$ cat src/rtl/param_fifo_pkg.sv
// Shared constants and sizing helpers for the param_fifo block.
// Optional error flags are enabled with the PARAM_FIFO_ERR_EN macro in param_fifo.
package param_fifo_pkg;

    localparam int C_DEF_DATA_WIDTH   = 8;
    localparam int C_DEF_FIFO_DEPTH   = 4;
    localparam int C_DEF_AEMPTY_LEVEL = 1;

    // Bits needed to hold an occupancy of 0..depth inclusive.
    function automatic int level_width(input int depth);
        return $clog2(depth + 1);
    endfunction

    // Pointer width; a single-entry FIFO still needs one address bit.
    function automatic int ptr_width(input int depth);
        return (depth > 1) ? $clog2(depth) : 1;
    endfunction

endpackage

$ cat src/rtl/param_fifo_ram.sv
// Storage array for param_fifo: one synchronous write port, one asynchronous read port.
// Contents are intentionally not reset.
module fifo_ram #(
    parameter int C_DATA_WIDTH = 8,
    parameter int C_FIFO_DEPTH = 4,
    parameter int C_PTR_WIDTH  = 2
) (
    input  logic                    clk,
    input  logic                    wr_en_i,
    input  logic [C_PTR_WIDTH-1:0]  wr_addr_i,
    input  logic [C_DATA_WIDTH-1:0] wr_data_i,
    input  logic [C_PTR_WIDTH-1:0]  rd_addr_i,
    output logic [C_DATA_WIDTH-1:0] rd_data_o
);

    logic [C_DATA_WIDTH-1:0] mem_q [0:C_FIFO_DEPTH-1];

    // Write port.
    always_ff @(posedge clk) begin
        if (wr_en_i) begin
            mem_q[wr_addr_i] <= wr_data_i;
        end
    end

    assign rd_data_o = mem_q[rd_addr_i];

endmodule

$ cat src/rtl/param_fifo.sv
// First-word-fall-through FIFO with registered occupancy flags and arbitrary depth.
// Define PARAM_FIFO_ERR_EN to add sticky ovf_err/udf_err outputs.
module param_fifo
    import param_fifo_pkg::*;
#(
    parameter int C_DATA_WIDTH   = C_DEF_DATA_WIDTH,
    parameter int C_FIFO_DEPTH   = C_DEF_FIFO_DEPTH,
    parameter int C_AFULL_LEVEL  = C_FIFO_DEPTH - 1,
    parameter int C_AEMPTY_LEVEL = C_DEF_AEMPTY_LEVEL
) (
    input  logic                                  clk,
    input  logic                                  reset,
    input  logic                                  write_valid,
    output logic                                  write_ready,
    input  logic [C_DATA_WIDTH-1:0]               write_data,
    output logic                                  read_valid,
    input  logic                                  read_ready,
    output logic [C_DATA_WIDTH-1:0]               read_data,
    output logic                                  full,
    output logic                                  empty,
    output logic                                  almost_full,
    output logic                                  almost_empty,
    output logic [level_width(C_FIFO_DEPTH)-1:0]  level
`ifdef PARAM_FIFO_ERR_EN
    ,
    output logic                                  ovf_err,
    output logic                                  udf_err
`endif
);

    localparam int LW = level_width(C_FIFO_DEPTH);
    localparam int PW = ptr_width(C_FIFO_DEPTH);
    localparam logic [PW-1:0] LAST_PTR  = PW'(C_FIFO_DEPTH - 1);
    localparam logic [PW-1:0] PTR_ONE   = PW'(1);
    localparam logic [LW-1:0] LVL_ONE   = LW'(1);
    localparam logic [LW-1:0] LVL_FULL  = LW'(C_FIFO_DEPTH);
    localparam logic [LW-1:0] LVL_AFULL = LW'(C_AFULL_LEVEL);
    localparam logic [LW-1:0] LVL_AEMPT = LW'(C_AEMPTY_LEVEL);

    logic          wr_en_s, rd_en_s;
    logic [PW-1:0] wr_ptr_q, wr_ptr_d, rd_ptr_q, rd_ptr_d;
    logic [LW-1:0] level_q, level_d;
    logic          full_q, full_d, empty_q, empty_d;
    logic          afull_q, afull_d, aempty_q, aempty_d;

    // Commit decode, pointer wrap and next occupancy; flags derive from the next level.
    always_comb begin
        wr_en_s = write_valid && !full_q;
        rd_en_s = read_ready && !empty_q;

        if (!wr_en_s) begin
            wr_ptr_d = wr_ptr_q;
        end else if (wr_ptr_q == LAST_PTR) begin
            wr_ptr_d = '0;
        end else begin
            wr_ptr_d = wr_ptr_q + PTR_ONE;
        end

        if (!rd_en_s) begin
            rd_ptr_d = rd_ptr_q;
        end else if (rd_ptr_q == LAST_PTR) begin
            rd_ptr_d = '0;
        end else begin
            rd_ptr_d = rd_ptr_q + PTR_ONE;
        end

        if (wr_en_s && !rd_en_s) begin
            level_d = level_q + LVL_ONE;
        end else if (rd_en_s && !wr_en_s) begin
            level_d = level_q - LVL_ONE;
        end else begin
            level_d = level_q;
        end

        full_d   = (level_d == LVL_FULL);
        empty_d  = (level_d == '0);
        afull_d  = (level_d >= LVL_AFULL);
        aempty_d = (level_d <= LVL_AEMPT);
    end

    // Control state; reset overrides any transfer offered in the same cycle.
    always_ff @(posedge clk) begin
        if (reset) begin
            wr_ptr_q <= '0;
            rd_ptr_q <= '0;
            level_q  <= '0;
            full_q   <= 1'b0;
            empty_q  <= 1'b1;
            afull_q  <= 1'b0;
            aempty_q <= 1'b1;
        end else begin
            wr_ptr_q <= wr_ptr_d;
            rd_ptr_q <= rd_ptr_d;
            level_q  <= level_d;
            full_q   <= full_d;
            empty_q  <= empty_d;
            afull_q  <= afull_d;
            aempty_q <= aempty_d;
        end
    end

`ifdef PARAM_FIFO_ERR_EN
    logic ovf_q, udf_q;

    // Sticky protocol-violation flags, cleared only by reset.
    always_ff @(posedge clk) begin
        if (reset) begin
            ovf_q <= 1'b0;
            udf_q <= 1'b0;
        end else begin
            ovf_q <= ovf_q || (write_valid && full_q);
            udf_q <= udf_q || (read_ready && empty_q);
        end
    end

    assign ovf_err = ovf_q;
    assign udf_err = udf_q;
`endif

    fifo_ram #(
        .C_DATA_WIDTH (C_DATA_WIDTH),
        .C_FIFO_DEPTH (C_FIFO_DEPTH),
        .C_PTR_WIDTH  (PW)
    ) u_ram (
        .clk       (clk),
        .wr_en_i   (wr_en_s),
        .wr_addr_i (wr_ptr_q),
        .wr_data_i (write_data),
        .rd_addr_i (rd_ptr_q),
        .rd_data_o (read_data)
    );

    assign write_ready  = !full_q;
    assign read_valid   = !empty_q;
    assign full         = full_q;
    assign empty        = empty_q;
    assign almost_full  = afull_q;
    assign almost_empty = aempty_q;
    assign level        = level_q;

endmodule

$ cat config.mk
export PLATFORM = sky130hd
export DESIGN_NAME = param_fifo
export DESIGN_NICKNAME = d
export VERILOG_FILES = /design/src/rtl/param_fifo_pkg.sv /design/src/rtl/param_fifo_ram.sv /design/src/rtl/param_fifo.sv
export SDC_FILE = /design/constraint.sdc
export NUM_CORES = 1
export LEC_CHECK = 0
export ABC_AREA = 1
export BUFFER_PORTS_ARGS = -buffer_cell sky130_fd_sc_hd__clkbuf_2
export CAP_MARGIN = 20
export CORE_ASPECT_RATIO = 0.5
export CORE_MARGIN = 8
export CORE_UTILIZATION = 58
export CTS_BUF_LIST = sky130_fd_sc_hd__clkbuf_4
export CTS_CLUSTER_SIZE = 24
export DETAILED_ROUTE_END_ITERATION = 10
export PLACE_DENSITY = 0.85
export SYNTH_ARGS = -nofsm -noshare
export SYNTH_HDL_FRONTEND = slang
export SYNTH_SLANG_ARGS = --single-unit
$ cat constraint.sdc
create_clock -name clk -period 1.7 [get_ports clk]
set_input_delay 0.34 -clock clk [delete_from_list [all_inputs] [get_ports clk]]
set_output_delay 0.34 -clock clk [all_outputs]
set_load 0.1 [all_outputs]
### Word level (Yosys, flattened, before mapping)

Memories as Yosys holds them, arrays and structs flattened. A register that Yosys moved wholly into a read port is not among the register bits.
Cells that the tools add are included.

| storage, ports and cells | value |
|---|---|
| memories | 1 |
| logic and storage cells | 34 |
| register bits | 11 |
| output and inout bits | 17 |
| bits in writable memories | 32 |
| input port bits | 12 |

| operators by class | value |
|---|---|
| add/subtract/negate cells | 4 |
| equality and inequality tests | 3 |
| order comparisons | 2 |
| multiplexer cells | 8 |
| reductions and logical operators | 9 |

Memories:

| name | words | width | rd ports | clocked after Yosys merged registers in | write ports | line | RTL |
|---|---|---|---|---|---|---|---|
| u_ram.mem_q | 4 | 8 | 1 | 1 | 1 | param_fifo_ram.sv:16 | `logic [C_DATA_WIDTH-1:0] mem_q [0:C_FIFO_DEPTH-1];` |

Operators by type and width:

| kind | count |
|---|---|
| $mux W2 | 4 |
| $mux W3 | 2 |
| $add A2 B1 Y2 const B | 2 |
| $eq A2 B2 Y1 const B | 2 |
| $logic_and A1 B1 Y1 | 4 |
| $logic_not A1 Y1 | 4 |
| $add A3 B1 Y3 const B | 1 |
| $eq A3 B3 Y1 const B | 1 |
| $ge A3 B2 Y1 const B | 1 |
| $le A3 B1 Y1 const B | 1 |
| $logic_not A3 Y1 | 1 |
| $sub A3 B1 Y3 const B | 1 |
| $mux W1 | 2 |

### Logic depth before layout (Yosys ltp)

Gate-level depths: netlist (run 1).

| logic depth | value |
|---|---|
| depth after elaboration | 7 |
| mapped depth | 9 |
| depth with buffers taken out | 9 |

### Cells and area by module

Synthesis (run 1) repeated with hierarchy kept, for this count alone.

| second synthesis, totals | value |
|---|---|
| cells, all modules | 203 |
| area, all modules | 1945.6 um^2 |

Modules (own cells, without submodules):

| module | seq. area each (um^2) | area each (um^2) | instances | cells an instance |
|---|---|---|---|---|
| fifo_ram | 960.9 | 1387.6 | 1 | 133 |
| param_fifo | 220.2 | 558.0 | 1 | 70 |

### Least setup slack after synthesis (run 1)

No wires, ideal clock.

| timing path | value |
|---|---|
| path type | reg2out |
| from | register with a tool-made name |
| to | output read_data[0] |
| arrival time | 2198 ps |
| setup slack | -838 ps |
| path buffers | 1 |
| required time | 1360 ps |
| stages on the path, launching flop included | 5 |
| cells stage by stage | dfxtp_1 > inv_1 > buf_2 > o21ai_0 > o22ai_1 |

RTL lines:

| element | line | RTL |
|---|---|---|
| end: declaration | param_fifo.sv:18 | `output logic [C_DATA_WIDTH-1:0] read_data,` |

==> impl_metrics.py, run 1 <==
metrics = {
    "worst_setup_path": {
        "path_max_fanout": 6,
        "critPathLaunchType": "flop",
        "critPathRequiredTime_ns": 1.36,
        "cp.arrival_ns": 1.49,
        "path_class": "flop to output port",
        "critPathCaptureType": "output port",
    },
    "global_route": {
        "overflow": 0,
        "antenna_found_initial": 0,
        "grt_usage_pct": 17.3,
        "grt_pass1_vias": 1459,
        "grt_pass1_wl_mm": 7.09,
        "grt_start_max_net_pins": 13,
    },
    "drt": {
        "ant_nets": 0,
        "drtIter0Drc": 62,
        "dr.pass1.iters": 4,
        "viasPerCell": 5.54,
        "routedWlPerCell_microns": 17.5,
        "finalWirelength_mm": 4.32,
        "drc_errors": 0,
        "vias": 1368,
    },
    "sta": {
        "fin_ws_ns": -0.129,
        "period_minus_slack_ns": 1.83,
        "slew_viol_final": 0,
        "rsz0062_at_grt": "true",
        "fmax_ghz": 0.547,
        "timing.final.hold_violations": 0,
        "relSlewSlack_pct": 63.5,
        "worst_pin_slew_ns": 0.550,
        "period_share_pct": 108,
        "fin_skew_ns": 0.0109,
        "setup_viol": 8,
    },
    "final_layout": {
        "diodes": 0,
        "nets": 226,
        "layout-drive-gt1-share_pct": 45.4,
        "layout.cells.non_filler": 247,
        "syn_to_final_growth_pct": 37.9,
    },
    "pwr": {
        "p_int_mw": 2.07,
        "clkPwrFrac_pct": 12.2,
        "p_leak_nw": 1.01,
        "ir_drop_mv": 1.26,
        "seq_power_share_pct": 35.6,
        "comb_power_share_pct": 52.2,
        "total_power_mw": 3.91,
        "p_per_area_nw_per_um2": 1540,
        "power.share.switching_pct": 47.0,
        "switching_power_mw": 1.84,
    },
    "die": {
        "start_util_pct": 61.3,
        "ioPinCount": 29,
        "fp.coreArea_sq_um": 3010,
        "die_w_microns": 95.8,
        "row_count": 14,
        "fp.dieH_microns": 55.9,
        "fp.dieArea_sq_um": 5350,
    },
    "yosys": {
        "netlist_area_sq_um": 1850,
        "avgSynthCellArea_sq_um": 11.4,
        "synth.distinct_cells": 20,
        "ys_seq_area_share_pct": 66.2,
        "syn-num-nets": 181,
        "yosysWarnings": 0,
        "syn_inst": 162,
        "synth-seq-cells": 45,
    },
    "place": {
        "hpwl_mm": 2.79,
        "dp.cells": 233,
        "gp_routability_congestion": 0.714,
        "portBuffers": 28,
    },
    "clock_network": {
        "clk_latency_ns": 0.34,
        "cts_hold_buf": 0,
        "clock-sinks": 45,
        "clockRootBuffer": "clkbuf_4",
        "cts_tree": "yes",
        "cts_inserted_buffers": 5,
        "clkTransAtPathRegs_ns": 0.12,
        "htreeDepth": 2,
        "cts_buffer_depth": 2,
    },
    "worst_hold_path": {
        "hold_path.class": "input port to flop",
    },
    "outcome": {
        "violations": "negative setup slack",
        "outcome": "finished with violations",
    },
    "job": {
        "drv_cap": 0,
    },
}
[power groups by stage]
stage / clock [mW] / sequential [mW] / combinational [mW]
6_report: 0.477 / 1.39 / 2.04
5_1_grt: 0.516 / 1.41 / 2.13
4_1_cts: 0.479 / 1.39 / 2.02
3_5_place_dp: 0 / 1.40 / 1.88
3_3_place_gp: 0 / 1.40 / 1.84
2_1_floorplan: 0 / 1.75 / 1.05
[registers in the layout, indices dropped and copies added (netlist names), named ones only]
signal / flops
empty: 1
almost_full: 1
almost_empty: 1
rd_ptr_q: 2
wr_ptr_q: 2
full: 1
u_ram.mem_q: 32
level: 3
[metrics by stage]
step	TNS, ns	worst slack, ns	utilization, %	cell area (sq um)	hold WS [ns]
6_report	-0.806	-0.129	84.5	2540	0.189
5_1_grt	-1.39	-0.189	84.5	2540	0.191
4_1_cts	-0.550	-0.0791	84.1	2530	0.186
3_5_place_dp	0	0.0336	76.5	2310	0.506
3_3_place_gp	0	0.152	76.5	2310	0.487
2_1_floorplan	0	0.0358	-	1970	0.404
[final cells by class]
cell class,instances,area [sq um]
Sequential cell,45,1240
Multi-Input combinational cell,96,761
Clock inverter,1,3.75
Inverter,19,81.3
Timing Repair Buffer,40,365
Fill cell,145,468
Tap cell,40,50.0
Clock buffer,6,45.0
[cells by family after synthesis]
kind of cell,count (synthesis),synth area share (%)
and+or+nand+nor,57,14.8
DFF,45,66.2
AOI/OAI and AO/OA,32,9.90
buffers and inverters,21,4.41
adders and majority gates,7,4.75
[layer usage]
| layer | vias to the layer above | wire length [microns] | share of wire (%) | GRT usage [%] |
|---|---|---|---|---|
| li1 | 650 | - | - | - |
| met1 | 661 | 1800 | 42 | 18.7 |
| met2 | 47 | 2190 | 51 | 30.5 |
| met3 | 10 | 240 | 5.6 | 5.52 |
| met4 | 0 | 89 | 2.1 | 6.51 |
| met5 | - | 0 | 0 | 0 |
[synth_stat cells, drive strengths merged]
| master | instances | share of area [%] |
|---|---|---|
| dfxtp | 13 | 14 |
| o21ai | 19 | 5.2 |
| buf | 2 | 0.54 |
| nand3 | 7 | 2.4 |
| nand3b | 2 | 0.81 |
| nand2 | 19 | 4.9 |
| ha | 7 | 4.7 |
| edfxtp | 32 | 52 |
| a211oi | 1 | 0.41 |
| o211a | 2 | 1.1 |
| nor2 | 29 | 6.6 |
| inv | 19 | 3.9 |
| a21oi | 2 | 0.54 |
| o22ai | 8 | 2.7 |
[worst max-delay path: stages (launching register included)]
cell        delay [ns]
dfxtp_4           0.40
clkinvlp_4        0.12
buf_6             0.16
nor2_2            0.16
o22ai_4           0.11
buf_12            0.18
[path summary, 6_finish.rpt]
path / from / end / slack (ns) / cells after the start
worst max-delay path: flop / read_data[5] / -0.13 / 5
worst min-delay path: reset / level[0]$_SDFF_PP0_ / 0.19 / 2
worst max register to register: level[0]$_SDFF_PP0_ / full$_SDFF_PP0_ / 0.40 / 9
worst min register to register: rd_ptr_q[1]$_SDFFE_PP0P_ / flop / 0.53 / 2
[repair_timing]
| action | in CTS | in global routing |
|---|---|---|
| setup buffers | 7 | 0 |
| gates cloned | 0 | 0 |
| setup endpoints to repair | 8 | 8 |
| resized for setup | 46 | 2 |
[layout by cell type (no fill, tap or decap)]
master,count
dfxtp_1,7
buf_6,4
nand3b_1,2
o211a_1,2
inv_4,1
clkbuf_4,6
a21oi_1,2
dfxtp_4,4
nand2_4,1
o22ai_4,8
nand2_1,13
o21ai_1,6
a211oi_1,1
inv_1,12
nand3_2,2
edfxtp_1,32
ha_1,7
inv_2,4
dfxtp_2,2
nor2_2,9
nor2_4,2
buf_4,8
buf_12,8
o21ai_4,7
nand3_1,5
clkinvlp_4,2
clkbuf_2,20
nand2_2,5
clkinv_1,1
nor2_1,18
o21ai_0,5
o21ai_2,1
Power figures use the tool's default switching activity.
==> run 2: changes to the inputs <==
- ABC_AREA: 1 -> unset
- CORE_UTILIZATION: 58 -> 57
- MAX_ROUTING_LAYER: unset -> met4
- PLACE_DENSITY: 0.85 -> 0.84
- SETUP_SLACK_MARGIN: unset -> 0.15
==> impl_metrics.py, run 2 <==
metrics = {
    "sta": {
        "setup_viol": 8,
        "fin_skew_ns": 0.00436,
        "timing.final.hold_violations": 0,
        "period_minus_slack_ns": 1.91,
        "fmax_ghz": 0.524,
        "relSlewSlack_pct": 64.0,
        "fin_ws_ns": -0.209,
        "slew_viol_final": 0,
        "tns_ns": -1.61,
        "rsz0062_at_grt": "true",
        "period_share_pct": 112,
        "worst_pin_slew_ns": 0.543,
    },
    "yosys": {
        "ys_top_cells_by_area": "edfxtp_1 (54%), dfxtp_1 (15%), mux4_2 (10%)",
        "ys_seq_area_share_pct": 68.2,
        "avgSynthCellArea_sq_um": 16.3,
        "synth_commonest_cells": "edfxtp_1 (32), dfxtp_1 (13), nor2_1 (10), mux4_2 (8), ha_1 (7)",
        "synth-seq-cells": 45,
        "synth.most_common_cell": "edfxtp_1",
        "async_flop_share_pct": 0,
        "synth_top_area_cell": "edfxtp_1",
        "synth.distinct_cells": 27,
        "netlist_area_sq_um": 1790,
        "synth_top_area_share_pct": 53.7,
        "syn-num-nets": 129,
        "yosys_most_used_dff": "edfxtp_1",
        "syn_inst": 110,
        "synth_edf_count": 32,
        "yosysWarnings": 0,
    },
    "clock_network": {
        "post-cts-setup-buffers": 0,
        "clk_latency_ns": 0.35,
        "cts_buffer_depth": 2,
        "htreeDepth": 2,
        "cts_tree": "yes",
        "clkTransAtPathRegs_ns": 0.12,
        "cts_inserted_buffers": 5,
        "clock-sinks": 45,
        "clockRootBuffer": "clkbuf_4",
    },
    "worst_hold_path": {
        "min-delay-start": "write_data[0]",
        "whs_path_depth": 1,
        "hold_path.class": "input port to flop",
        "holdPathEnd": "u_ram.mem_q[1][0]$_DFFE_PP_",
    },
    "worst_setup_path": {
        "path_max_fanout": 8,
        "r2r_slack_ns": 0.24,
        "r2r_start": "level[1]$_SDFF_PP0_",
        "max_stage_delay_ns": 0.56,
        "slowest_stage": "mux4_2",
        "critPathLaunchType": "flop",
        "rr_worst_depth": 5,
        "reg2reg_to": "empty$_SDFF_PP1_",
        "crit_family": "multiplexers",
        "path_class": "flop to output port",
        "path_cells": "mux4_2, buf_12",
        "critPathCaptureType": "output port",
        "cp_num_buf_inv": 1,
        "critPathRequiredTime_ns": 1.36,
        "cp.arrival_ns": 1.57,
    },
    "drt": {
        "dr.pass1.iters": 4,
        "viasPerCell": 5.37,
        "finalWirelength_mm": 3.07,
        "routedWlPerCell_microns": 16.8,
        "drtIter0Drc": 57,
        "drc_errors": 0,
        "ant_nets": 0,
        "vias": 983,
    },
    "global_route": {
        "grt_pass1_vias": 1073,
        "overflow": 0,
        "grt_usage_pct": 13.3,
        "grt_pass1_wl_mm": 5.04,
        "grt_start_max_net_pins": 14,
        "antenna_found_initial": 0,
    },
    "final_layout": {
        "post-route-util_pct": 73.4,
        "syn_to_final_growth_pct": 22.8,
        "largest-register": "u_ram.mem_q",
        "layout.cells.non_filler": 183,
        "largest_reg_flops": 32,
        "layout_commonest_cell": "edfxtp_1",
        "layout-drive-gt1-share_pct": 41.3,
        "diodes": 0,
        "nets": 161,
        "layout_common_cells": "edfxtp_1 (32), clkbuf_2 (13), clkbuf_4 (11)",
    },
    "pwr": {
        "p_per_area_nw_per_um2": 1300,
        "p_leak_nw": 0.831,
        "total_power_mw": 2.86,
        "ir_drop_mv": 1.01,
    },
    "job": {
        "drv_cap": 0,
    },
    "place": {
        "portBuffers": 28,
        "pre_cts_ws_ns": 0.0803,
        "hpwl_mm": 2.25,
        "dp.cells": 175,
        "gp_routability_congestion": 0.672,
    },
    "die": {
        "start_util_pct": 59.8,
        "fp.dieH_microns": 55.6,
        "row_count": 14,
        "fp.dieArea_sq_um": 5300,
        "fp.coreArea_sq_um": 3000,
        "ioPinCount": 29,
        "die_w_microns": 95.3,
    },
    "outcome": {
        "violations": "negative setup slack",
        "outcome": "finished with violations",
    },
}
run 2: timing repair:
action,4_1_cts,5_1_grt
hold buffers,0,0
setup endpoints to repair,15,13
gates resized for setup,8,4
run 2: cells by family after synthesis:
kind of cell	share of synthesized area (%)
flip-flops	68.2
buffers and inverters	1.96
XOR/XNOR	1.89
AO/OA/AOI/OAI	4.40
AND/OR/NAND/NOR	6.78
adder cells (fa/ha/maj)	4.89
multiplexers	11.9
run 2: area by class of cell:
cell class,instances,area (sq um)
inverter,6,26.3
clock buffer,5,37.5
multi-input combinational,56,562
clock inverter,3,12.5
tap,40,50.0
timing repair buffer,28,275
fill,194,797
sequential,45,1230
run 2: routing by layer:
layer	vias up	wire (microns)	track usage [%]
met2	25	1460	19.7
met1	474	1360	14.6
li1	477	-	-
met3	7	186	5.38
met5	-	0	-
met4	0	63	7.93
run 2: worst max path at each step:
stage / start / end / slack (ns) / cells past startpoint
6_report: flop / read_data[3] / -0.21 / 2
5_1_grt: flop / read_data[3] / -0.29 / 2
4_1_cts: flop / read_data[5] / -0.23 / 2
3_5_place_dp: flop / read_data[5] / 0.08 / 2
3_3_place_gp: flop / read_data[3] / 0.10 / 2
2_1_floorplan: empty$_SDFF_PP1_ / almost_empty$_SDFF_PP1_ / -0.24 / 5
run 2: report_power, final:
part           switching (mW)  internal [mW]
clock network           0.323          0.150
registers              0.0669           1.27
logic                   0.734          0.321
total                    1.12           1.74
run 2: through the flow:
step	instance area (sq um)	hold WS (ns)
2_1_floorplan	1820	0.412
6_report	2200	0.198
5_1_grt	2200	0.189
4_1_cts	2180	0.183
3_3_place_gp	2110	0.482
3_5_place_dp	2110	0.506
run 2: worst register-to-register path, stage by stage, from the launching register on:
cell	delay, ns
dfxtp_2	0.39
inv_1	0.08
ha_4	0.27
mux2_2	0.33
a22oi_2	0.20
o21bai_1	0.08
==> run 3: changes to the inputs <==
- SETUP_SLACK_MARGIN: 0.15 -> unset
==> impl_metrics.py, run 3 (synthesis results as in run 2) <==
metrics = {
    "final_layout": {
        "largest_reg_flops": 32,
        "nets": 162,
        "design_area_sq_um": 2210,
        "multiInputGateArea_sq_um": 542,
        "layout.cells.non_filler": 184,
        "layout_common_cells": "edfxtp_1 (32), clkbuf_2 (20), nor2_1 (10)",
        "num-fill-cells": 184,
        "layout_commonest_cell": "edfxtp_1",
        "largest-register": "u_ram.mem_q",
        "syn_to_final_growth_pct": 23.4,
        "diodes": 0,
        "layout-drive-gt1-share_pct": 39.6,
        "regArea_sq_um": 1230,
    },
    "sta": {
        "setup_viol": 8,
        "worst_pin_slew_ns": 0.548,
        "period_share_pct": 112,
        "relSlewSlack_pct": 63.6,
        "timing.final.hold_violations": 0,
        "fmax_ghz": 0.524,
        "fin_ws_ns": -0.210,
        "fin_skew_ns": 0.00430,
        "period_minus_slack_ns": 1.91,
        "rsz0062_at_grt": "true",
        "slew_viol_final": 0,
    },
    "pwr": {
        "p_leak_nw": 0.843,
        "switching_power_mw": 1.12,
        "ir_drop_mv": 0.993,
        "clkPwrFrac_pct": 21.2,
        "p_per_area_nw_per_um2": 1360,
        "seq_power_share_pct": 44.1,
        "total_power_mw": 3.00,
        "p_int_mw": 1.88,
        "power.share.switching_pct": 37.5,
        "comb_power_share_pct": 34.7,
    },
    "die": {
        "fp.dieArea_sq_um": 5300,
        "row_count": 14,
        "die_w_microns": 95.3,
        "fp.coreArea_sq_um": 3000,
        "ioPinCount": 29,
        "start_util_pct": 59.8,
        "fp.dieH_microns": 55.6,
    },
    "drt": {
        "ant_nets": 0,
        "drc_errors": 0,
        "finalWirelength_mm": 2.97,
        "drtIter0Drc": 62,
        "vias": 972,
        "dr.pass1.iters": 4,
        "viasPerCell": 5.28,
        "routedWlPerCell_microns": 16.1,
    },
    "worst_hold_path": {
        "hold_path.class": "input port to flop",
    },
    "global_route": {
        "grt_pass1_wl_mm": 4.93,
        "grt_usage_pct": 12.7,
        "grt_pass1_vias": 1042,
        "antenna_found_initial": 0,
        "grt_start_max_net_pins": 15,
        "overflow": 0,
    },
    "place": {
        "hpwl_mm": 2.15,
        "placed_area_sq_um": 2130,
        "dp.cells": 176,
        "pre_cts_ws_ns": 0.140,
        "gp_routability_congestion": 0.669,
        "portBuffers": 28,
    },
    "outcome": {
        "violations": "negative setup slack",
        "outcome": "finished with violations",
    },
    "clock_network": {
        "cts_inserted_buffers": 5,
        "clk_latency_ns": 0.34,
        "htreeDepth": 2,
        "clockRootBuffer": "clkbuf_4",
        "clkTransAtPathRegs_ns": 0.12,
        "cts_tree": "yes",
        "post-cts-setup-buffers": 0,
        "cts_hold_buf": 0,
        "cts_buffer_depth": 2,
        "clock-sinks": 45,
    },
    "worst_setup_path": {
        "critPathRequiredTime_ns": 1.36,
        "max_stage_delay_ns": 0.54,
        "path_max_fanout": 8,
        "slowest_stage": "mux4_2",
        "crit_family": "multiplexers",
        "critPathLaunchType": "flop",
        "r2r_slack_ns": 0.16,
        "rr_worst_depth": 5,
        "path_class": "flop to output port",
        "cp_common_cell": "buf_12",
        "reg2reg_to": "empty$_SDFF_PP1_",
        "endpoint": "read_data[0]",
        "cp_num_cells": 3,
        "r2r_start": "level[0]$_SDFF_PP0_",
        "cp_num_buf_inv": 2,
        "critPathCaptureType": "output port",
        "path_cells": "buf_12, mux4_2, buf_12",
        "cp.arrival_ns": 1.57,
    },
    "job": {
        "drv_cap": 0,
    },
}
[run 3: cell types whose count changed in the layout (fill, tap and decap cells not counted), sizes merged]
cell / previous run / this run
bufinv: 0 / 1
clkinvlp: 1 / 2
clkbuf: 24 / 25
clkinv: 3 / 1
[run 3: how the worst min path moves through the flow]
stage | start | endpoint | slack, ns | cells after the start
after floorplan | reset | full$_SDFF_PP0_ | 0.41 | 1
after global placement | wr_ptr_q[1]$_SDFFE_PP0P_ | wr_ptr_q[1]$_SDFFE_PP0P_ | 0.48 | 2
after detailed placement | wr_ptr_q[1]$_SDFFE_PP0P_ | wr_ptr_q[1]$_SDFFE_PP0P_ | 0.50 | 2
after CTS | write_data[5] | u_ram.mem_q[0][5]$_DFFE_PP_ | 0.19 | 1
after global routing | write_data[6] | u_ram.mem_q[0][6]$_DFFE_PP_ | 0.18 | 1
final | write_data[5] | u_ram.mem_q[1][5]$_DFFE_PP_ | 0.21 | 1
[run 3: what timing repair did]
action | 4_1_cts | 5_1_grt
gates resized for setup | 1 | 0
gates cloned | 0 | 0
endpoints found under the setup margin | 8 | 8
[run 3: routing by layer]
layer	wire, microns	track usage, %
met1	1370	14.6
met2	1400	19.6
met3	161	4.98
met4	37	4.63
met5	0	-
[run 3: power by group through the flow]
| stage | registers (mW) | logic (mW) | clock network (mW) |
|---|---|---|---|
| after floorplan | 1.57 | 0.552 | 0 |
| after global placement | 1.34 | 1.03 | 0 |
| after detailed placement | 1.35 | 1.05 | 0 |
| after CTS | 1.32 | 1.05 | 0.647 |
| after global routing | 1.33 | 1.09 | 0.688 |
| final | 1.32 | 1.04 | 0.636 |
[run 3: through the flow]
stage	utilization, %	setup TNS, ns	hold WS [ns]
CTS	73.8	-1.79	0.192
detailed placement	71.1	0	0.503
global placement	71.1	0	0.481
finish	73.8	-1.60	0.205
floorplan	-	-1.13	0.412
global route	73.8	-2.18	0.183
[run 3: cell type report]
| type | instances | area share [%] |
|---|---|---|
| Multi-Input combinational cell | 56 | 24.5 |
| Inverter | 6 | 1.19 |
| Sequential cell | 45 | 55.8 |
| Clock buffer | 5 | 1.70 |
| Clock inverter | 3 | 1.87 |
| Timing Repair Buffer | 29 | 12.7 |
| Tap cell | 40 | 2.27 |
